==> config.mk <==
export PLATFORM = sky130hd
export DESIGN_NAME = bank_arbiter_dual
export DESIGN_NICKNAME = d
export VERILOG_FILES = /design/src/rtl/bank_arb_pkg.sv /design/src/rtl/bank_arb_grant.sv /design/src/rtl/bank_arbiter_dual.sv
export SDC_FILE = /design/constraint.sdc
export NUM_CORES = 1
export LEC_CHECK = 0
export BUFFER_PORTS_ARGS = -buffer_cell sky130_fd_sc_hd__buf_2
export CAP_MARGIN = 20
export CORE_AREA = 2 2 101 103
export DETAILED_ROUTE_END_ITERATION = 7
export DIE_AREA = 0 0 103 105
export PLACE_DENSITY_LB_ADDON = 0.25
export SLEW_MARGIN = 25
export SYNTH_ARGS = -nofsm -noshare
export SYNTH_HDL_FRONTEND = slang
export SYNTH_SLANG_ARGS = --single-unit
==> constraint.sdc <==
create_clock -name clk -period 1.9 [get_ports clk]
set_input_delay 0.285 -clock clk [delete_from_list [all_inputs] [get_ports clk]]
set_output_delay 0.285 -clock clk [all_outputs]
set_load 0.005 [all_outputs]
==> src/rtl/bank_arb_pkg.sv <==
// bank_arb_pkg: shared owner encodings and the address-window helper used
// by the dual-port bank arbiter and its grant logic.
package bank_arb_pkg;

    localparam logic OWNER_A = 1'b0;
    localparam logic OWNER_B = 1'b1;

    // Addresses are zero-extended to 32 bits by the caller.
    // Two separate unsigned compares.
    function automatic logic in_window(input logic [31:0] addr,
                                       input logic [31:0] lo,
                                       input logic [31:0] hi);
        return (addr >= lo) && (addr <= hi);
    endfunction

endpackage

==> src/rtl/bank_arb_grant.sv <==
// bank_arb_grant: combinational grant selection for the two requesters.
//   i_elig_a / i_elig_b : requester is valid and inside the bank window
//   i_rr_last           : last conflict winner (only with BANK_ARB_RR_EN)
//   o_gnt_a / o_gnt_b   : one-hot (or zero) grant
// Macro BANK_ARB_RR_EN: alternate the winner on conflicts; otherwise A > B.
module bank_arb_grant
    import bank_arb_pkg::*;
(
    input  logic i_elig_a,
    input  logic i_elig_b,
`ifdef BANK_ARB_RR_EN
    input  logic i_rr_last,
`endif
    output logic o_gnt_a,
    output logic o_gnt_b
);

    always_comb begin
        o_gnt_a = i_elig_a;
        o_gnt_b = i_elig_b & ~i_elig_a;
`ifdef BANK_ARB_RR_EN
        // On a conflict the requester that did not win last time goes first.
        if (i_elig_a & i_elig_b) begin
            o_gnt_a = (i_rr_last == OWNER_B);
            o_gnt_b = (i_rr_last == OWNER_A);
        end
`endif
    end

endmodule

==> src/rtl/bank_arbiter_dual.sv <==
// bank_arbiter_dual: two-requester arbiter in front of one single-port BRAM
// bank owning [LOWER_ADDR, UPPER_ADDR].
//   clk, rst                 : clock, synchronous active-high reset
//   a_* / b_*                : requester valid/ready request, rvalid/rdata reply
//   mem_en/we/addr/wdata     : registered BRAM port
//   mem_rdata                : BRAM read data, one cycle after a read enable
//   conflict, conflict_cnt   : both eligible last cycle, saturating count
// Macro BANK_ARB_RR_EN: round-robin on conflict (first conflict goes to A).
module bank_arbiter_dual
    import bank_arb_pkg::*;
#(
    parameter int ADDR_WIDTH = 13,
    parameter int DATA_WIDTH = 32,
    parameter int LOWER_ADDR = 0,
    parameter int UPPER_ADDR = 4,
    parameter int CNT_WIDTH  = 16
) (
    input  logic                  clk,
    input  logic                  rst,
    input  logic                  a_valid,
    input  logic [ADDR_WIDTH-1:0] a_addr,
    input  logic                  a_we,
    input  logic [DATA_WIDTH-1:0] a_wdata,
    output logic                  a_ready,
    output logic                  a_rvalid,
    output logic [DATA_WIDTH-1:0] a_rdata,
    input  logic                  b_valid,
    input  logic [ADDR_WIDTH-1:0] b_addr,
    input  logic                  b_we,
    input  logic [DATA_WIDTH-1:0] b_wdata,
    output logic                  b_ready,
    output logic                  b_rvalid,
    output logic [DATA_WIDTH-1:0] b_rdata,
    output logic                  mem_en,
    output logic                  mem_we,
    output logic [ADDR_WIDTH-1:0] mem_addr,
    output logic [DATA_WIDTH-1:0] mem_wdata,
    input  logic [DATA_WIDTH-1:0] mem_rdata,
    output logic                  conflict,
    output logic [CNT_WIDTH-1:0]  conflict_cnt
);

    logic                  w_elig_a, w_elig_b, w_gnt_a, w_gnt_b;
    logic                  w_hs, w_conf, w_sel_we, w_sel_owner;
    logic [ADDR_WIDTH-1:0] w_sel_addr;
    logic [DATA_WIDTH-1:0] w_sel_wdata;

    logic                  r_mem_en, r_mem_we;
    logic [ADDR_WIDTH-1:0] r_mem_addr;
    logic [DATA_WIDTH-1:0] r_mem_wdata;
    logic                  r_rd_pend, r_rd_owner;   // stage-1 read tag
    logic                  r_rsp_vld, r_rsp_owner;  // stage-2 response tag
    logic                  r_conflict;
    logic [CNT_WIDTH-1:0]  r_cnt;
`ifdef BANK_ARB_RR_EN
    logic                  r_rr_last;
`endif

    // Eligibility is masked during reset so ready stays low and nothing
    // is counted while the block is held in reset.
    assign w_elig_a = a_valid & ~rst &
                      in_window(32'(a_addr), 32'(LOWER_ADDR), 32'(UPPER_ADDR));
    assign w_elig_b = b_valid & ~rst &
                      in_window(32'(b_addr), 32'(LOWER_ADDR), 32'(UPPER_ADDR));
    assign w_conf   = w_elig_a & w_elig_b;

    bank_arb_grant u_grant (
        .i_elig_a  (w_elig_a),
        .i_elig_b  (w_elig_b),
`ifdef BANK_ARB_RR_EN
        .i_rr_last (r_rr_last),
`endif
        .o_gnt_a   (w_gnt_a),
        .o_gnt_b   (w_gnt_b)
    );

    assign w_hs        = w_gnt_a | w_gnt_b;
    assign w_sel_we    = w_gnt_b ? b_we    : a_we;
    assign w_sel_addr  = w_gnt_b ? b_addr  : a_addr;
    assign w_sel_wdata = w_gnt_b ? b_wdata : a_wdata;
    assign w_sel_owner = w_gnt_b ? OWNER_B : OWNER_A;

    always_ff @(posedge clk) begin
        if (rst) begin
            r_mem_en    <= 1'b0;
            r_mem_we    <= 1'b0;
            r_mem_addr  <= '0;
            r_mem_wdata <= '0;
            r_rd_pend   <= 1'b0;
            r_rd_owner  <= OWNER_A;
            r_rsp_vld   <= 1'b0;
            r_rsp_owner <= OWNER_A;
            r_conflict  <= 1'b0;
            r_cnt       <= '0;
`ifdef BANK_ARB_RR_EN
            r_rr_last   <= OWNER_B;
`endif
        end else begin
            r_mem_en <= w_hs;
            r_mem_we <= w_hs & w_sel_we;
            if (w_hs) begin
                r_mem_addr  <= w_sel_addr;
                r_mem_wdata <= w_sel_wdata;
            end
            r_rd_pend   <= w_hs & ~w_sel_we;
            r_rd_owner  <= w_sel_owner;
            // BRAM data appears the cycle after the read enable.
            r_rsp_vld   <= r_rd_pend;
            r_rsp_owner <= r_rd_owner;
            r_conflict  <= w_conf;
            if (w_conf && (r_cnt != '1))
                r_cnt <= r_cnt + CNT_WIDTH'(1);
`ifdef BANK_ARB_RR_EN
            if (w_conf)
                r_rr_last <= w_sel_owner;
`endif
        end
    end

    assign a_ready      = w_gnt_a;
    assign b_ready      = w_gnt_b;
    assign a_rvalid     = r_rsp_vld & (r_rsp_owner == OWNER_A);
    assign b_rvalid     = r_rsp_vld & (r_rsp_owner == OWNER_B);
    assign a_rdata      = a_rvalid ? mem_rdata : '0;
    assign b_rdata      = b_rvalid ? mem_rdata : '0;
    assign mem_en       = r_mem_en;
    assign mem_we       = r_mem_we;
    assign mem_addr     = r_mem_addr;
    assign mem_wdata    = r_mem_wdata;
    assign conflict     = r_conflict;
    assign conflict_cnt = r_cnt;

endmodule

==> run summary, run 1 <==
The tightest hold margin is 0.149 ns. The via count of the first global-routing pass is 3826. The depth of the worst hold-timing path came out at 2. The setup path with the least slack is of type input port to output pin.

The number of buffers inserted to repair setup after CTS is 0. Setup repair after global routing left no endpoint under its margin. Data arrives at the worst endpoint at 1.53 ns. The clock-pin slew on the worst setup and hold paths came out at approximately 0.07 ns. The maximum clock insertion buffer count came out at 2.

For this design the total switching power over the nets is 617 uW. The cell-internal power is approximately 2.2 mW. The clock drives 68 sinks. The final hold violation count came out at 0. The number of unique standard cell types used by synthesis is 34.

CTS placed an instance of sky130_fd_sc_hd__clkbuf_8 at the clock tree root. The fraction of layout instances using a drive strength above 1 is about 47%. Measured along the x axis, the die boundary spans 103 um. The number of max-capacitance violations reported came out at 0. The remaining antenna violation count after routing came out at 0. The number of buffers inserted by port buffering came out at 259. The share of synthesized flip-flops with an asynchronous set or reset is 0%. The via-per-instance ratio is 4.97.

The initial detailed-routing violation count is 190. The final RePlAce weighted congestion came out at ~0.90. After detailed routing, the wire length on met1 is roughly 4.8 mm. The highest routed metal layer is met4. The post-synth design cell area came out at 0.00350 sq mm. TritonCTS built the clock tree. The Yosys warning count is 0.

In the global route stage, overall resource usage came out at 21.8%. The final cycle utilization of the critical path came out at 95.8%. The largest net degree at the start of global routing came out at 50. The most used flip-flop cell after synthesis is sky130_fd_sc_hd__dfxtp_1.

The floorplan step defined a die boundary enclosing roughly 0.011 sq mm. The final total power came out at 2.78 mW. The routed design has about 12 mm of wire. The TritonCTS buffer count came out at 9.

The leakage power summed over all cells is 2.89 nW. The synthesis-stage register bit count is 68. The total number of placement rows is 36. The most frequent cell after synthesis is sky130_fd_sc_hd__dfxtp_1.

The total congestion overflow is 0. The class of the worst hold path is input port to register. Compared with the post-synthesis result, the final layout area differs by 52.6%. The critical path data required time is 1.62 ns. The portion of the post-synthesis area used by sequential elements came out at 38.9%. Counting flops with a built-in enable in the synthesized netlist gives 0. The detailed placer's ending HPWL is 9.74 mm. The slew at the pin closest to its max-slew limit is 0.779 ns. The global-route wire length before repair is 18.6 mm. Setup violations remaining at the end of the flow were counted as 0. The relative max-transition margin came out at 47.7%. The number of antenna violations at the first check in global routing is 2.

The multi-input logic area is 0.00199 sq mm. The run finished with clean final reports. The final critical-path required period came out at 1.82 ns. The fraction of power spent switching nets is 22.1%. In this run the count of I/O pins placed on the die edge is 260. The detailed-route wire length per cell came out at 14.9 um. The total iterations of the first detailed-routing run came out at 4. The number of buffers inserted for hold repair after clock tree synthesis came out at 0. The max-slew violation count is 0. The core box area came out at 0.00964 sq mm. Of the post-synthesis cell area, the dominant cell type holds 38.9%.

Across the whole layout, storage elements account for 0.00136 sq mm. The height of the chip is 105 um. The maximum achievable frequency came out at 550 MHz. The count of cells along the worst register-to-register path came out at 6. The post-synthesis instance total is 426. The post-detailed-route DRC marker count is 0. The largest fanout on the critical path is 19. Sorting the synthesized cells by area gives the leading types as sky130_fd_sc_hd__dfxtp_1 (39%), sky130_fd_sc_hd__and2_1 (7.7%), sky130_fd_sc_hd__nand3b_1 (7.1%). The clock network fraction of total power is 41.9%.

Dividing total power by cell area gives a power density of 521 mW/mm^2. By count the netlist is led by sky130_fd_sc_hd__dfxtp_1 (68), sky130_fd_sc_hd__nor2_1 (47), sky130_fd_sc_hd__and2_1 (43). After detailed placement, the design holds a cell count of about 820.

Clock skew on the completed layout was measured at 0.00610 ns. A synthesized cell averages ~8.2 sq um. At the end of the flow, the number of nets in the layout was 824. The cell type with the highest aggregate area in the netlist is sky130_fd_sc_hd__dfxtp_1. The sequential share of power is 51.2%.

The maximum vdd drop is 0.367 mV. The number of nets in the synthesized netlist is 555. STA classifies the critical path endpoint as an output pin. Clock latency on the worst-skew pair, taken at its later pin, is between 0.3 and 0.4 ns. Once the clock tree was built, the resizer swapped 0 gates to a different size.

The post-route non-filler standard cell count came out at 834. The initial standard-cell utilization of the core came out at between 30 and 40%. Wire segments on met2 add up to ~6.4 mm in the final route.

The level count of the clock H-tree is 3. The count of fill cells added during filler insertion is 929. The final route contains 4145 vias. The combinational group share of total power is 6.9%. The kind of start point of the critical path is an input port. The amount of wire on met3 after detailed routing came out at 1.01 mm.
## path summary, 6_finish.rpt
| check | slack (ns) | startpoint | end |
|---|---|---|---|
| hold / removal | 0.15 | b_we | r_rd_pend |
| setup / recovery | 0.08 | a_addr[10] | b_ready |
| hold reg to reg | 0.44 | r_rd_owner | r_rsp_owner |
| setup reg to reg | 0.11 | conflict_cnt[0] | conflict_cnt[9] |
## area by class of cell
| cell class | instances | area share, % |
|---|---|---|
| Antenna cell | 2 | 0.0937 |
| Clock buffer | 10 | 2.58 |
| Clock inverter | 5 | 0.984 |
| Inverter | 3 | 0.211 |
| Multi-Input combinational cell | 316 | 37.2 |
| Sequential cell | 68 | 25.5 |
| Tap cell | 133 | 3.11 |
| Timing Repair Buffer | 297 | 30.3 |
## layer usage
layer | GRT usage [%] | up-vias
li1 | - | 2027
met1 | 24.3 | 1907
met4 | 7.71 | 0
met5 | 0 | -
met3 | 4.68 | 16
met2 | 39.7 | 195
## sequential cells by signal, summed over array words and instances, names as in the netlist
register      flops
r_rsp_owner       1
mem_we            1
r_rd_pend         1
mem_addr         13
conflict_cnt     16
r_rsp_vld         1
mem_wdata        32
mem_en            1
conflict          1
r_rd_owner        1
## through the flow
stage / setup slack, ns / area [sq um] / utilization, % / TNS, ns
after global routing: 0.0237 / 5340 / 55.4 / 0
after floorplan: 0.0220 / 3500 / - / 0
after detailed placement: -0.0614 / 5120 / 53.1 / -0.485
after CTS: 0.0149 / 5310 / 55.1 / 0
final: 0.0803 / 5340 / 55.4 / 0
after global placement: 0.0170 / 5120 / 53.1 / 0
## worst max-delay path: stages
cell and delay [ns]:
sky130_fd_sc_hd__buf_2 0.10, sky130_fd_sc_hd__nor4_1 0.31, sky130_fd_sc_hd__nand4_1 0.20, sky130_fd_sc_hd__buf_12 0.21, sky130_fd_sc_hd__buf_4 0.14, sky130_fd_sc_hd__nand2_1 0.08
sky130_fd_sc_hd__inv_1 0.06, sky130_fd_sc_hd__buf_2 0.13
## placed cells by master, fill, tap and decap left out, types with 5 or more instances in the layout
| master | count |
|---|---|
| sky130_fd_sc_hd__buf_2 | 259 |
| sky130_fd_sc_hd__dfxtp_1 | 68 |
| sky130_fd_sc_hd__nor2_1 | 47 |
| sky130_fd_sc_hd__and2_1 | 43 |
| sky130_fd_sc_hd__nand2_1 | 42 |
| sky130_fd_sc_hd__and3_1 | 35 |
| sky130_fd_sc_hd__buf_4 | 35 |
| sky130_fd_sc_hd__nand3b_1 | 33 |
| sky130_fd_sc_hd__a31oi_1 | 33 |
| sky130_fd_sc_hd__nor2b_1 | 15 |
| sky130_fd_sc_hd__nor4_2 | 12 |
| sky130_fd_sc_hd__mux2_1 | 12 |
| sky130_fd_sc_hd__clkbuf_8 | 10 |
| sky130_fd_sc_hd__nand4_1 | 5 |
| sky130_fd_sc_hd__and4_1 | 5 |
| sky130_fd_sc_hd__nand3_1 | 5 |
## power by group through the flow
stage | sequential, mW | combinational (mW) | clock [mW]
detailed placement | 1.46 | 0.191 | 0
global route | 1.42 | 0.210 | 1.26
global placement | 1.46 | 0.188 | 0
finish | 1.42 | 0.192 | 1.17
floorplan | 1.46 | 0.0389 | 0
CTS | 1.42 | 0.192 | 1.20
## kinds of logic (layout without fill, tap and decap cells)
logic type               count (synthesis)  count (layout)  synth area share (%)
buffers and inverters                   42             315                  5.08
multiplexers                            14              14                  4.43
adder cells (fa/ha/maj)                  1               1                 0.357
other                                    0               2                     0
AND/OR/NAND/NOR                        258             258                  43.4
flip-flops                              68              68                  38.9
AO/OA/AOI/OAI                           43              43                  7.83
(Power assumes the default switching activity.)
==> run 2: changes to the inputs <==
--- a/config.mk
+++ b/config.mk
@@ -7,9 +7,12 @@
 export LEC_CHECK = 0
 export BUFFER_PORTS_ARGS = -buffer_cell sky130_fd_sc_hd__buf_2
 export CAP_MARGIN = 20
-export CORE_AREA = 2 2 101 103
+export CELL_PAD_IN_SITES_DETAIL_PLACEMENT = 0
+export CELL_PAD_IN_SITES_GLOBAL_PLACEMENT = 1
+export CORE_ASPECT_RATIO = 1.25
+export CORE_MARGIN = 1
+export CORE_UTILIZATION = 24
 export DETAILED_ROUTE_END_ITERATION = 7
-export DIE_AREA = 0 0 103 105
 export PLACE_DENSITY_LB_ADDON = 0.25
 export SLEW_MARGIN = 25
 export SYNTH_ARGS = -nofsm -noshare
==> run 2 against run 1 <==
Compared with the run above:
- routed wire length down 2.7%
- first-iteration DRC count down 39%
- global-route usage down 6.2 points
- die area up 39%
- cell area up 3.3%
- total power up 14%
- fmax up 1.0%
- clock-buffer cell count up 3
- critical endpoint is now conflict_cnt[9]
==> run summary, run 2 (synthesized netlist as in run 1, its figures left out) <==
The count of clock tree sinks came out at 68 (unchanged). The clock insertion delay at the later pin of the skew report is 0.33 ns (about the same). TritonCTS built the clock tree. The post-placement cell area came out at 0.00517 sq mm (+0.90%). The leakage power summed over all cells is 2.94 nW (+1.9%). The final cycle utilization of the critical path came to 94.8% (-0.97 points).

The initial detailed-routing violation count is 115 (-39%). The clock-pin slew on the worst setup and hold paths is 0.05 ns (-0.02 ns). Traced cell by cell, the critical path runs through buf_2 -> nor4_4 -> nand4_1 -> buf_6 -> buf_4 -> nor4_1 -> mux2_1. The maximum clock insertion buffer count is 2 (unchanged). The final hold violation count came out at 0 (unchanged). The detailed placer's ending HPWL came out at 9.31 mm (-4.5%). The die boundary width is 110 um (+6.8%).

The total congestion overflow came out at 0 (unchanged). The accumulated negative setup slack was 0 ns (unchanged). The total vias in the final route is 4099 (-1.1%). The count of fill cells added during filler insertion is 1483 (+60%). The fraction of layout instances using a drive strength above 1 came to 47.2% (+0.23 points). The number of max-capacitance violations reported is 0 (unchanged). The critical path data required time came out at 2.11 ns (+0.49 ns). The core box area came out at 0.0143 sq mm (+49%). The stage delay of the slowest cell on the critical path came out at 0.36 ns (+0.05 ns). Compared with the post-synthesis result, the final layout area differs by 57.7%. The cell area power density came out at 573 mW/mm^2 (+9.9%).

The largest fanout on the critical path was 18 (-1). The final RePlAce weighted congestion is 0.729 (-19%). The setup skew after layout came out at 0.00194 ns (-0.00416 ns). The largest net degree at the start of global routing is 46 (-8.0%). The maximum achievable frequency was 555 MHz (+1.0%). The post-detailed-route DRC marker count is 0 (unchanged).

The height of the chip is 137 um (+31%). The final critical-path required period came out at 1.80 ns (-0.0184 ns). The sequential standard cell area came to 0.00136 sq mm (about the same). The TritonCTS buffer count is 9 (unchanged).

The via-per-instance ratio came to 4.66 (-6.3%). The core occupancy in the finished layout is 38.5% (-17 points). The count of cells along the worst register-to-register path came out at 7 (+1). The slowest stage of the critical path belongs to the cell sky130_fd_sc_hd__nor4_4. The level count of the clock H-tree is 3 (unchanged).

The remaining antenna violation count after routing came out at 0 (unchanged). The worst endpoint data arrival time was 2.02 ns (+0.49 ns). The number of flip-flops in the largest register is 32 (unchanged).

The final-report setup violation count is 0 (unchanged). The maximum vdd drop is 0.326 mV (-11%). The max-slew violation count was 0 (unchanged). The run finished with clean final reports. The multi-input logic area is 0.00202 sq mm (+1.4%). The global-route wire length before repair came out at 17.9 mm (-3.9%). The worst setup path is captured at a register. The detailed-route wire length per cell is 13.7 um (-7.8%). Setup repair after global routing could not meet its margin everywhere. The total number of placement rows was 49 (+36%). The slew at the pin closest to its max-slew limit is 0.667 ns (-0.112 ns).

The number of antenna repair diodes was 0 (-2). The cell family contributing the most delay on the critical path is simple AND/OR/NAND/NOR gates. The net count reported at finish came out at 827 (+0.36%). The placement-stage worst setup slack is -0.635 ns (-0.574 ns).

The tightest hold margin is 0.154 ns (+0.00472 ns). The total I/O pin count is 260 (unchanged). The relative max-transition margin was 55.2% (+7.5 points). The kind of start point of the critical path is an input port. The number of buffers inserted for hold repair after clock tree synthesis was 0 (unchanged).

The critical setup path kind is input port to register. The final instance area came to 0.00552 sq mm (+3.3%). The number of buffer and inverter instances along the worst setup path was 3 (-2). The global-route usage over all layers is 15.6% (-6.2 points). The initial standard-cell utilization of the core came to 24.4% (-12 points).

In this run the clock root is driven by a sky130_fd_sc_hd__clkbuf_16. The number of antenna violations at the first check in global routing came out at 0 (-2). The class of the worst hold path is input port to register. The logic depth of the worst setup path including buffers is 7 (-1).

The depth of the worst hold-timing path was 2 (unchanged). The via count of the first global-routing pass is 3771 (-1.4%). The worst path setup slack after routing is 0.0987 ns (+0.0184 ns).

The number of buffers inserted by port buffering came to 259 (unchanged). The die outline area came out at 0.0151 sq mm (+39%). The most common cell after layout, fill and taps aside is sky130_fd_sc_hd__buf_2. The total iterations of the first detailed-routing run came out at 4 (unchanged).

The total detailed-routing wirelength is 12.1 mm (-2.7%). Leaving out fill and tap cells, the most frequent cells in the layout are sky130_fd_sc_hd__buf_2 (259), sky130_fd_sc_hd__dfxtp_1 (67), sky130_fd_sc_hd__nor2_1 (47), sky130_fd_sc_hd__and2_1 (43), sky130_fd_sc_hd__nand2_1 (41).
## run 2: cell count changes in the layout (fill, tap and decap cells not counted), sizes merged
cell,before,now
buf,297,300
bufinv,1,0
clkbuf,10,13
clkinv,3,2
clkinvlp,1,0
diode,2,0
## run 2: per-stage QoR
stage	std cells	total power, mW
floorplan	426	1.50
global placement	864	1.66
detailed placement	864	1.66
CTS	880	3.22
global route	880	3.30
finish	880	3.16
## run 2: per-layer routing
metal | GRT usage [%] | vias up | wire, um
met4 | 5.11 | 0 | 125
met3 | 4.95 | 8 | 1020
met2 | 30.1 | 188 | 6250
li1 | - | 2032 | -
met1 | 15.4 | 1871 | 4680
met5 | 0 | - | 0
## run 2: path summary, 6_finish.rpt
path,slack (ns),start,end
max,0.1,a_addr[11],conflict_cnt[9]
min,0.15,b_we,r_rd_pend
max reg2reg,0.12,conflict_cnt[0],conflict_cnt[0]
min reg2reg,0.44,r_rd_pend,r_rsp_vld
## run 2: final cells by class
class                           count  area share, %
Sequential cell                    68           24.7
Clock inverter                      2          0.181
Clock buffer                       13           4.71
Inverter                            3          0.204
Tap cell                          178           4.03
Multi-Input combinational cell    316           36.6
Timing Repair Buffer              300           29.6
## run 2: repair_timing
action | 4_1_cts | 5_1_grt
buffers inserted | 1 | 0
setup endpoints to repair | 50 | 48
gates resized for setup | 6 | 9
pin swaps | 2 | 3
## run 2: power by group
part           internal, mW  switching [mW]
logic                 0.119          0.0856
clock network         0.943           0.589
registers              1.43        0.000269
==> run 3: changes to the inputs <==
==> constraint.sdc (replaced) <==
create_clock -name clk -period 1.9 [get_ports clk]
set_input_delay 0.19 -clock clk [delete_from_list [all_inputs] [get_ports clk]]
set_output_delay 0.19 -clock clk [all_outputs]
set_load 0.005 [all_outputs]
==> run 3 against run 2 <==
Compared with the run above:
- clock power up 11%
- core utilization decreased by 0.061 points
- clock skew increased by 0.0018 ns
- register-to-register slack barely moved
- critical path depth down 1
- global-route usage is 0.24 points higher
- first-iteration DRC count is 9.6% lower
- sequential power is essentially flat
- hold slack lost 0.085 ns
- final cell count is 0.23% lower
==> run summary, run 3 (synthesized netlist as in run 1, its figures left out) <==
The largest fanout on the critical path came out at 6 (-12). The total detailed-routing wirelength is 12.3 mm (+1.9%). The max-slew violation count came out at 0 (unchanged). The maximum achievable frequency was 559 MHz (+0.66%). The initial detailed-routing violation count came out at 104 (-9.6%). The leakage power summed over all cells is 2.94 nW (-0.26%). The slew at the pin closest to its max-slew limit is 0.422 ns (-0.245 ns). Relative to the synthesized area, the layout overhead comes to 57.5%. The largest net degree at the start of global routing came out at 46 (unchanged). Leaving out fill and tap cells, the most frequent cells in the layout are sky130_fd_sc_hd__buf_2 (259), sky130_fd_sc_hd__dfxtp_1 (68), sky130_fd_sc_hd__nor2_1 (47), sky130_fd_sc_hd__and2_1 (43), sky130_fd_sc_hd__nand2_1 (42). The number of buffers inserted by port buffering came out at 259 (unchanged).

The cell-internal power is 2.63 mW (+5.6%). The core occupancy in the finished layout is 38.4% (-0.061 points). The final-report setup violation count is 0 (unchanged). The final cycle utilization of the critical path came to 94.2% (-0.62 points). Setup repair after global routing left no endpoint under its margin. The final total power came to 3.33 mW (+5.4%). The die outline area is 0.0151 sq mm (unchanged). The sequential standard cell area came out at 0.00136 sq mm (about the same).

The fraction of power spent switching nets is 21.2% (-0.16 points). The setup skew after layout is 0.00377 ns (+0.00182 ns). The maximum vdd drop is 0.320 mV (-1.7%). The height of the chip is 137 um (unchanged). The accumulated negative setup slack is 0 ns (unchanged).

The global-route wire length before repair came out at 18.3 mm (+2.1%). The total congestion overflow came out at 0 (unchanged). The total vias in the final route was 4087 (-0.29%). The core box area came out at 0.0143 sq mm (unchanged). The tightest hold margin is 0.0691 ns (-0.0848 ns). The net switching power is 705 uW (+4.6%). The number of flip-flops in the largest register was 32 (unchanged). The kind of start point of the critical path is a register. The fraction of layout instances using a drive strength above 1 is 46.7% (-0.44 points). The number of max-capacitance violations reported came out at 0 (unchanged). The post-detailed-route DRC marker count came out at 0 (unchanged). The number of buffers inserted for hold repair after clock tree synthesis is 0 (unchanged). The clock insertion delay at the later pin of the skew report is 0.33 ns (about the same).

The cell area power density came out at 605 mW/mm^2 (+5.6%). The die boundary width is 110 um (unchanged). The remaining antenna violation count after routing is 0 (unchanged). The flow ran to the end, and the final reports show no timing, DRC or antenna violations. The total I/O pin count came to 260 (unchanged). The worst endpoint data arrival time is 2.00 ns (-0.02 ns). The final critical-path required period came to 1.79 ns (-0.0118 ns). In this run the clock root is driven by a sky130_fd_sc_hd__clkbuf_16. The via-per-instance ratio is 4.65 (about the same). The count of clock tree sinks came out at 68 (unchanged). The count of fill cells added during filler insertion was 1520 (+2.5%). The number of antenna repair diodes came out at 0 (unchanged). The number of antenna violations at the first check in global routing came out at 0 (unchanged). The initial standard-cell utilization of the core is 24.4% (unchanged). The multi-input logic area is 0.00200 sq mm (-0.74%).

The TritonCTS clock tree is done. The sequential share of power was 42.8% (-2.3 points). The total number of placement rows came out at 49 (unchanged). The endpoint type of the worst setup path is a register. The critical path data required time is 2.11 ns (about the same).

The level count of the clock H-tree is 3 (unchanged). The detailed-route wire length per cell came to 14.0 um (+2.1%). The detailed placer's ending HPWL came to 9.36 mm (+0.54%). The via count of the first global-routing pass came to 3778 (+0.19%). The clock network fraction of total power came out at 51.1% (+2.7 points). The TritonCTS buffer count is 9 (unchanged). The total iterations of the first detailed-routing run came to 4 (unchanged).

The combinational group share of total power is 6.1% (-0.4 points). The global-route usage over all layers came out at 15.8% (+0.24 points). The class of the worst hold path is input port to register.

The clock-pin slew on the worst setup and hold paths was 0.06 ns (about the same). The net count reported at finish is 824 (-0.36%). The maximum clock insertion buffer count came out at 2 (unchanged). Leaving out fill and tap cells, the most frequent cell in the layout is sky130_fd_sc_hd__buf_2. The final RePlAce weighted congestion is 0.733 (+0.62%). The final hold violation count is 0 (unchanged). The relative max-transition margin is 71.9% (+17 points). The setup path with the least slack is of type register to register.
[run 3: cell count changes in the layout (fill, tap and decap cells not counted), sizes merged]
| cell | delta |
|---|---|
| buf | -3 |
| bufinv | +1 |
| clkbuf | -1 |
| clkinvlp | +1 |
[run 3: worst paths after layout]
path / from / endpoint / slack, ns / cells past startpoint
hold / removal: b_we / r_rd_pend / 0.07 / 2
setup / recovery: conflict_cnt[0] / conflict_cnt[10] / 0.11 / 6
hold reg to reg: r_rd_owner / r_rsp_owner / 0.44 / 1
setup reg to reg: conflict_cnt[0] / conflict_cnt[10] / 0.11 / 6
[run 3: routing by layer]
metal	track usage [%]	vias up	routed length, um
li1	-	2033	-
met1	16.6	1855	4820
met2	29.7	189	6220
met3	4.76	10	1130
met4	4.89	0	125
met5	0	-	0
[run 3: per-stage QoR]
step	cells	area, sq um	setup slack [ns]
2_1_floorplan	426	3500	0.0220
3_3_place_gp	862	5160	-0.595
3_5_place_dp	862	5160	-0.537
4_1_cts	878	5500	0.0175
5_1_grt	878	5510	0.00289
6_report	878	5510	0.110
[run 3: critical path: stages (launching register included)]
cell and delay, ns:
sky130_fd_sc_hd__dfxtp_1 0.31, sky130_fd_sc_hd__ha_1 0.20, sky130_fd_sc_hd__and3_1 0.19, sky130_fd_sc_hd__and4_1 0.16, sky130_fd_sc_hd__buf_4 0.16, sky130_fd_sc_hd__nor4_1 0.31, sky130_fd_sc_hd__mux2_1 0.35
[run 3: area by class of cell]
type	count	area share [%]
multi-input cells	316	36.3
repair buffers	297	29.2
flip-flops and latches	68	24.7
clock buffers	12	4.65
well taps	178	4.04
clock inverters	4	0.862
inverters	3	0.204
[run 3: repair_timing]
action                                  4_1_cts  5_1_grt
pin swaps                                     1        1
gates resized for setup                       4        3
endpoints found under the setup margin       28        3
buffers inserted                              0        0
[run 3: power groups by stage]
stage,logic [mW],registers (mW),clock network [mW]
after floorplan,0.0389,1.46,0
after global placement,0.198,1.46,0
after detailed placement,0.200,1.46,0
after CTS,0.207,1.43,1.75
after global routing,0.226,1.43,1.82
final,0.205,1.43,1.70
